[src/rtl/e203_thread_pc_ctx_if.sv]
`default_nettype none
// ============================================================================
// Module   : e203_thread_pc_ctx_if
// Purpose  : Fetch-redirect handshake bundle between the thread PC context
//            block (master) and the IFU (slave).
// Signals  : redir_valid  - redirect request (master -> slave)
//            redir_ready  - redirect accepted (slave -> master)
//            redir_pc     - redirect target PC, PC_W bits
//            redir_thread - one-hot thread owning redir_pc
// Revision : 1.0 - initial release
// ============================================================================
interface e203_thread_pc_ctx_if #(
  parameter int unsigned PC_W = 32
) ();
  logic            redir_valid;
  logic            redir_ready;
  logic [PC_W-1:0] redir_pc;
  logic [1:0]      redir_thread;

  modport master (
    output redir_valid,
    output redir_pc,
    output redir_thread,
    input  redir_ready
  );

  modport slave (
    input  redir_valid,
    input  redir_pc,
    input  redir_thread,
    output redir_ready
  );
endinterface
`default_nettype wire

[src/rtl/e203_thread_pc_ctx.sv]
`default_nettype none
// ============================================================================
// Module   : e203_thread_pc_ctx
// Purpose  : Two-thread PC context store. On an accepted context switch the
//            outgoing thread's resume PC is saved and a fetch redirect to the
//            incoming thread's saved PC is issued to the IFU, held until the
//            IFU accepts it.
// Ports    : clk, rst_n (async, active-low)
//            i_switch_en       - one-cycle switch request
//            i_thread_sel      - one-hot outgoing thread
//            i_thread_sel_next - one-hot incoming thread
//            i_cur_pc          - resume PC of outgoing thread
//            redir_if          - redirect handshake (master modport)
//            o_ifetch_wait     - high while a redirect is pending
//            o_sw_cnt0/1       - per-thread switch-in counters (stats only)
// Config   : define E203_THREAD_CTX_STATS_EN to build the saturating
//            switch-in counters and their output ports.
// Revision : 1.0 - initial release
// ============================================================================
module e203_thread_pc_ctx #(
  parameter int unsigned     PC_W   = 32,
  parameter logic [PC_W-1:0] RST_PC = PC_W'(32'h8000_0000),
  parameter int unsigned     CNT_W  = 16
) (
  input  wire logic            clk,
  input  wire logic            rst_n,
  input  wire logic            i_switch_en,
  input  wire logic [1:0]      i_thread_sel,
  input  wire logic [1:0]      i_thread_sel_next,
  input  wire logic [PC_W-1:0] i_cur_pc,
  e203_thread_pc_ctx_if.master redir_if,
  output logic                 o_ifetch_wait
`ifdef E203_THREAD_CTX_STATS_EN
  ,
  output logic [CNT_W-1:0]     o_sw_cnt0,
  output logic [CNT_W-1:0]     o_sw_cnt1
`endif
);

  typedef enum logic [0:0] {
    ST_IDLE  = 1'b0,
    ST_REDIR = 1'b1
  } state_t;

  state_t          r_state;
  logic [PC_W-1:0] r_slot0;
  logic [PC_W-1:0] r_slot1;
  logic [PC_W-1:0] r_redir_pc;
  logic [1:0]      r_redir_thread;

  logic            w_sel_onehot;
  logic            w_next_onehot;
  logic            w_accept;
  logic [PC_W-1:0] w_incoming_pc;

  // For a 2-bit vector, odd parity means exactly one bit set.
  assign w_sel_onehot  = ^i_thread_sel;
  assign w_next_onehot = ^i_thread_sel_next;
  assign w_accept      = (r_state == ST_IDLE) && i_switch_en &&
                         w_sel_onehot && w_next_onehot &&
                         (i_thread_sel != i_thread_sel_next);

  assign w_incoming_pc = i_thread_sel_next[1] ? r_slot1 : r_slot0;

  always_ff @(posedge clk or negedge rst_n) begin
    if (!rst_n) begin
      r_state        <= ST_IDLE;
      r_slot0        <= RST_PC;
      r_slot1        <= RST_PC;
      r_redir_pc     <= RST_PC;
      r_redir_thread <= 2'b01;
    end else begin
      case (r_state)
        ST_IDLE: begin
          if (w_accept) begin
            if (i_thread_sel[0]) r_slot0 <= i_cur_pc;
            else                 r_slot1 <= i_cur_pc;
            // Slot read uses the pre-edge value, so a same-edge save to the
            // outgoing slot never aliases the incoming target.
            r_redir_pc     <= w_incoming_pc;
            r_redir_thread <= i_thread_sel_next;
            r_state        <= ST_REDIR;
          end
        end
        ST_REDIR: begin
          // Target is frozen here; switch requests are ignored until the IFU
          // takes the redirect.
          if (redir_if.redir_ready) r_state <= ST_IDLE;
        end
        default: r_state <= ST_IDLE;
      endcase
    end
  end

  // Pending flag is decoded purely from the state register, keeping
  // i_switch_en off any combinational path to the outputs.
  assign redir_if.redir_valid  = (r_state == ST_REDIR);
  assign redir_if.redir_pc     = r_redir_pc;
  assign redir_if.redir_thread = r_redir_thread;
  assign o_ifetch_wait         = (r_state == ST_REDIR);

`ifdef E203_THREAD_CTX_STATS_EN
  logic [CNT_W-1:0] r_sw_cnt0;
  logic [CNT_W-1:0] r_sw_cnt1;

  always_ff @(posedge clk or negedge rst_n) begin
    if (!rst_n) begin
      r_sw_cnt0 <= '0;
      r_sw_cnt1 <= '0;
    end else if (w_accept) begin
      if (i_thread_sel_next[0] && (r_sw_cnt0 != {CNT_W{1'b1}}))
        r_sw_cnt0 <= r_sw_cnt0 + 1'b1;
      if (i_thread_sel_next[1] && (r_sw_cnt1 != {CNT_W{1'b1}}))
        r_sw_cnt1 <= r_sw_cnt1 + 1'b1;
    end
  end

  assign o_sw_cnt0 = r_sw_cnt0;
  assign o_sw_cnt1 = r_sw_cnt1;
`endif

endmodule
`default_nettype wire

[src/flat_wrapper.sv]
// flat-port wrapper written by rule: the top's interface ports become plain ports
module e203_thread_pc_ctx_flat 
#(
  parameter int unsigned     PC_W   = 32,
  parameter logic [PC_W-1:0] RST_PC = PC_W'(32'h8000_0000),
  parameter int unsigned     CNT_W  = 16
)
  (clk, rst_n, i_switch_en, i_thread_sel, i_thread_sel_next, i_cur_pc, o_ifetch_wait, redir_if_redir_valid, redir_if_redir_pc, redir_if_redir_thread, redir_if_redir_ready);
  e203_thread_pc_ctx_if #(.PC_W(PC_W)) redir_if_i ();
  input  wire logic clk;
  input  wire logic rst_n;
  input  wire logic i_switch_en;
  input  wire logic [1:0] i_thread_sel;
  input  wire logic [1:0] i_thread_sel_next;
  input  wire logic [PC_W-1:0] i_cur_pc;
  output logic o_ifetch_wait;
  output wire logic [$bits(redir_if_i.redir_valid)-1:0] redir_if_redir_valid;
  output wire logic [$bits(redir_if_i.redir_pc)-1:0] redir_if_redir_pc;
  output wire logic [$bits(redir_if_i.redir_thread)-1:0] redir_if_redir_thread;
  input wire logic [$bits(redir_if_i.redir_ready)-1:0] redir_if_redir_ready;
  assign redir_if_redir_valid = redir_if_i.redir_valid;
  assign redir_if_redir_pc = redir_if_i.redir_pc;
  assign redir_if_redir_thread = redir_if_i.redir_thread;
  assign redir_if_i.redir_ready = redir_if_redir_ready;
  e203_thread_pc_ctx #(.PC_W(PC_W), .RST_PC(RST_PC), .CNT_W(CNT_W)) u_core (.clk(clk), .rst_n(rst_n), .i_switch_en(i_switch_en), .i_thread_sel(i_thread_sel), .i_thread_sel_next(i_thread_sel_next), .i_cur_pc(i_cur_pc), .redir_if(redir_if_i), .o_ifetch_wait(o_ifetch_wait));
endmodule
[config.mk]
export PLATFORM = sky130hd
export DESIGN_NAME = e203_thread_pc_ctx_flat
export DESIGN_NICKNAME = d
export VERILOG_FILES = /design/src/rtl/e203_thread_pc_ctx_if.sv /design/src/rtl/e203_thread_pc_ctx.sv /design/src/flat_wrapper.sv
export SDC_FILE = /design/constraint.sdc
export NUM_CORES = 1
export LEC_CHECK = 0
export BUFFER_PORTS_ARGS = -buffer_cell sky130_fd_sc_hd__buf_2
export CORE_MARGIN = 3
export CORE_UTILIZATION = 55
export CTS_CLUSTER_SIZE = 25
export DETAILED_ROUTE_END_ITERATION = 12
export PLACE_DENSITY_LB_ADDON = 0.15
export SYNTH_ARGS = -nofsm -noshare
export SYNTH_HDL_FRONTEND = slang
export SYNTH_SLANG_ARGS = --single-unit
[constraint.sdc]
create_clock -name clk -period 2 [get_ports clk]
set_input_delay 0.3 -clock clk [delete_from_list [all_inputs] [get_ports clk]]
set_output_delay 0.3 -clock clk [all_outputs]
set_load 0.02 [all_outputs]
==> impl_results.md <==
- Total negative setup slack: 0 ns
- Power consumption: 5830 uW
- Pwr Density: 1180 nW/um^2
- CTS H-tree lvls: 3
- Mean routed wirelength per cell: 17.0 um
- Total of cells resized after clock tree synthesis: 0
- CP Cell Sequence: nor2b_1 -> o21a_2 -> buf_12 -> mux2_2
- Final setup violation count: 0
- Commonest non-fill, non-tap cell in the layout: mux2_2
- Final Max Tran Viols: 0
- TritonCTS clock tree: yes
- Sequential cell area fraction in the yosys report: 59.1%
- Syn nets: 294
- Number of antenna violations at the first check in global routing: 0
- Worst IR Drop VDD: 0.698 mV
- Startpoint kind of the worst setup timing path: flop
- Synth warn: 0
- Clock latency on the worst-skew pair: 0.36 ns
- Diode count: 0
- Post-synthesis cell area: 4200 sq um
- Worst slack after detailed placement: 0.379 ns
- Mean Syn Cell Area: 16.5 sq um
- Category of the most critical setup path: flop to flop
- Status: finished clean
- Detailed-route via count: 2,323
- Worst Reg2Reg Path Length in Cells: 4
- Initial Utilization: 57.3%
- Number of storage elements in the synthesis netlist: 99
- Crit. End Element: flop
- Remaining routing DRC violations: 0
- Worst path arrival time: 1.87 ns
- Post-route antenna net violation count: 0
- Y dimension of the die: 93.4 um
- Post-route insts no fill: 441
- Class of the tightest hold or removal check: input pin to flop
- Final WS setup: 0.373 ns
- Total grt overflow: 0
- Number of sinks on the clock net: 99
- Cell with the largest stage delay on the worst path: dfrtp_1
- Maximum number of pins on one net before global-route repair: 38
- Commonest cells after routing, fill and taps aside: mux2_2 (101), dfrtp_1 (95), buf_2 (74)
- Required time at the worst-slack endpoint: 2.24 ns
- Ratio of cells with drive above 1 in the final layout: 68.4%
- Count of standard-cell rows: 31
- Stage delay of the slowest cell on the critical path: 0.41 ns
- Die Width: 93.4 um
- Via-to-Cell Ratio: 5.27
- Ports: 76
- CTS clk-pin slew, worst paths: 0.10 ns
- Max Buffers Root-to-Sink: 2
- Number of cells on the worst hold path: 2
- Count of endpoints failing hold in the final timing report: 0
- First-pass GRT wire length: 12,500 um
- Slew at the pin with the worst max-slew slack: 0.490 ns
- Final worst clock skew: 0.0145 ns
- Post-route core utilization: 67.3%
- Cell at the root of the clock tree: clkbuf_8
- Last weighted congestion value of the routability-driven placer: 0.688
- Overall die area: 8720 sq um
- Port Buf Inserts: 75
- Final period util: 81.4%
- Highest Clock Rate: 615 MHz
- Global Route Usage Sum: 18.6%
- Worst Path Max Fanout: 20
- Count of routing violations after the opening detailed-route iteration: 65
- Slew HR: 67.3%
- Nets: 377
- Filler Cells Inserted: 535
- Number of distinct library cell variants in the gate-level netlist after synthesis: 15
- Via count of the first global-routing pass: 2,423
- Leakage dissipation: 0.00240 uW
- Detailed-placement wirelength estimate: 5150 um
- Total CTS buffers: 9
- Placed Instances: 424
- Final WL: 7520 um
- Final critical path time including I/O delays and setup: 1.63 ns
- Post-Synthesis Cells: 254
- Post-synthesis to final-layout area growth: 17.6%
- Area of the placeable core: 7330 sq um
- DR pass1 iterations: 4
- Max-cap violations: 0
- Unrepaired setup endpoints after global routing: no
[synthesized netlist by cell type (all sizes together)]
cell / n / share of area [%]
dfstp: 4 / 2.5
inv: 3 / 0.27
o21ai: 2 / 0.24
and4bb: 2 / 0.60
clkbuf: 3 / 0.27
a21o: 1 / 0.18
nor2b: 1 / 0.15
buf: 12 / 2.1
nand2: 2 / 0.18
mux2: 128 / 37
o21a: 1 / 0.18
dfrtp: 95 / 57
[path summary, 6_finish.rpt]
path                       slack, ns                           end                  from
max                             0.37   u_core.redir_if.redir_pc[0]  u_core.o_ifetch_wait
min                             0.18            u_core.r_slot0[10]          i_cur_pc[10]
max reg2reg                     0.37   u_core.redir_if.redir_pc[0]  u_core.o_ifetch_wait
min reg2reg                     0.51             u_core.r_slot1[0]     u_core.r_slot1[0]
max in group asynchronous       0.91  u_core.redir_if.redir_pc[31]                 rst_n
min in group asynchronous       0.45            u_core.r_slot0[15]                 rst_n
[registers in the layout (all words and copies together), names as in the netlist]
register                      count
u_core.redir_if.redir_pc         32
u_core.r_slot0                   32
u_core.o_ifetch_wait              1
u_core.redir_if.redir_thread      2
u_core.r_slot1                   32
[report_power, final]
part / switching [uW] / internal (uW)
clock network: 688 / 620
registers: 288 / 2590
logic: 746 / 898
[cell type report]
| class | instances | area, sq um | area share [%] |
|---|---|---|---|
| timing repair buffer | 87 | 508 | 10.3 |
| inverter | 3 | 11.3 | 0.228 |
| clock inverter | 5 | 62.6 | 1.27 |
| clock buffer | 11 | 141 | 2.86 |
| multi-input combinational | 137 | 1610 | 32.6 |
| tap | 99 | 124 | 2.51 |
| sequential | 99 | 2480 | 50.3 |
[per-layer routing]
| metal | GRT usage, % | up-vias | part of all wire, % |
|---|---|---|---|
| li1 | - | 1073 | - |
| met3 | 6.68 | 8 | 5.7 |
| met4 | 4.76 | 0 | 1.0 |
| met5 | 0 | - | 0 |
| met1 | 25.5 | 1189 | 46 |
| met2 | 28.4 | 53 | 48 |
[timing repair]
action,in CTS,in global routing
hold buffers,1,0
buffers inserted,0,0
endpoints found under the hold margin,33,0
[stage by stage]
| step | hold slack [ns] | instance area (sq um) |
|---|---|---|
| floorplan | 0.00441 | 4200 |
| global placement | 0.297 | 4720 |
| detailed placement | 0.302 | 4720 |
| CTS | 0.164 | 4940 |
| global route | 0.153 | 4940 |
| finish | 0.180 | 4940 |
[critical path, delay by kind of cell, from the launching register on]
family	cells	cell delay [ns]
flip-flops	1	0.41
multiplexers	1	0.35
buffers and inverters	1	0.21
AO/OA/AOI/OAI	1	0.26
AND/OR/NAND/NOR	1	0.29
[kinds of logic after synthesis]
kind of cell,count (synthesis),synth area share [%]
flip-flops,99,59.1
AND/OR/NAND/NOR,5,0.924
multiplexers,128,36.7
AO/OA/AOI/OAI,4,0.596
buffers and inverters,18,2.62
Power figures use the tool's default switching activity.
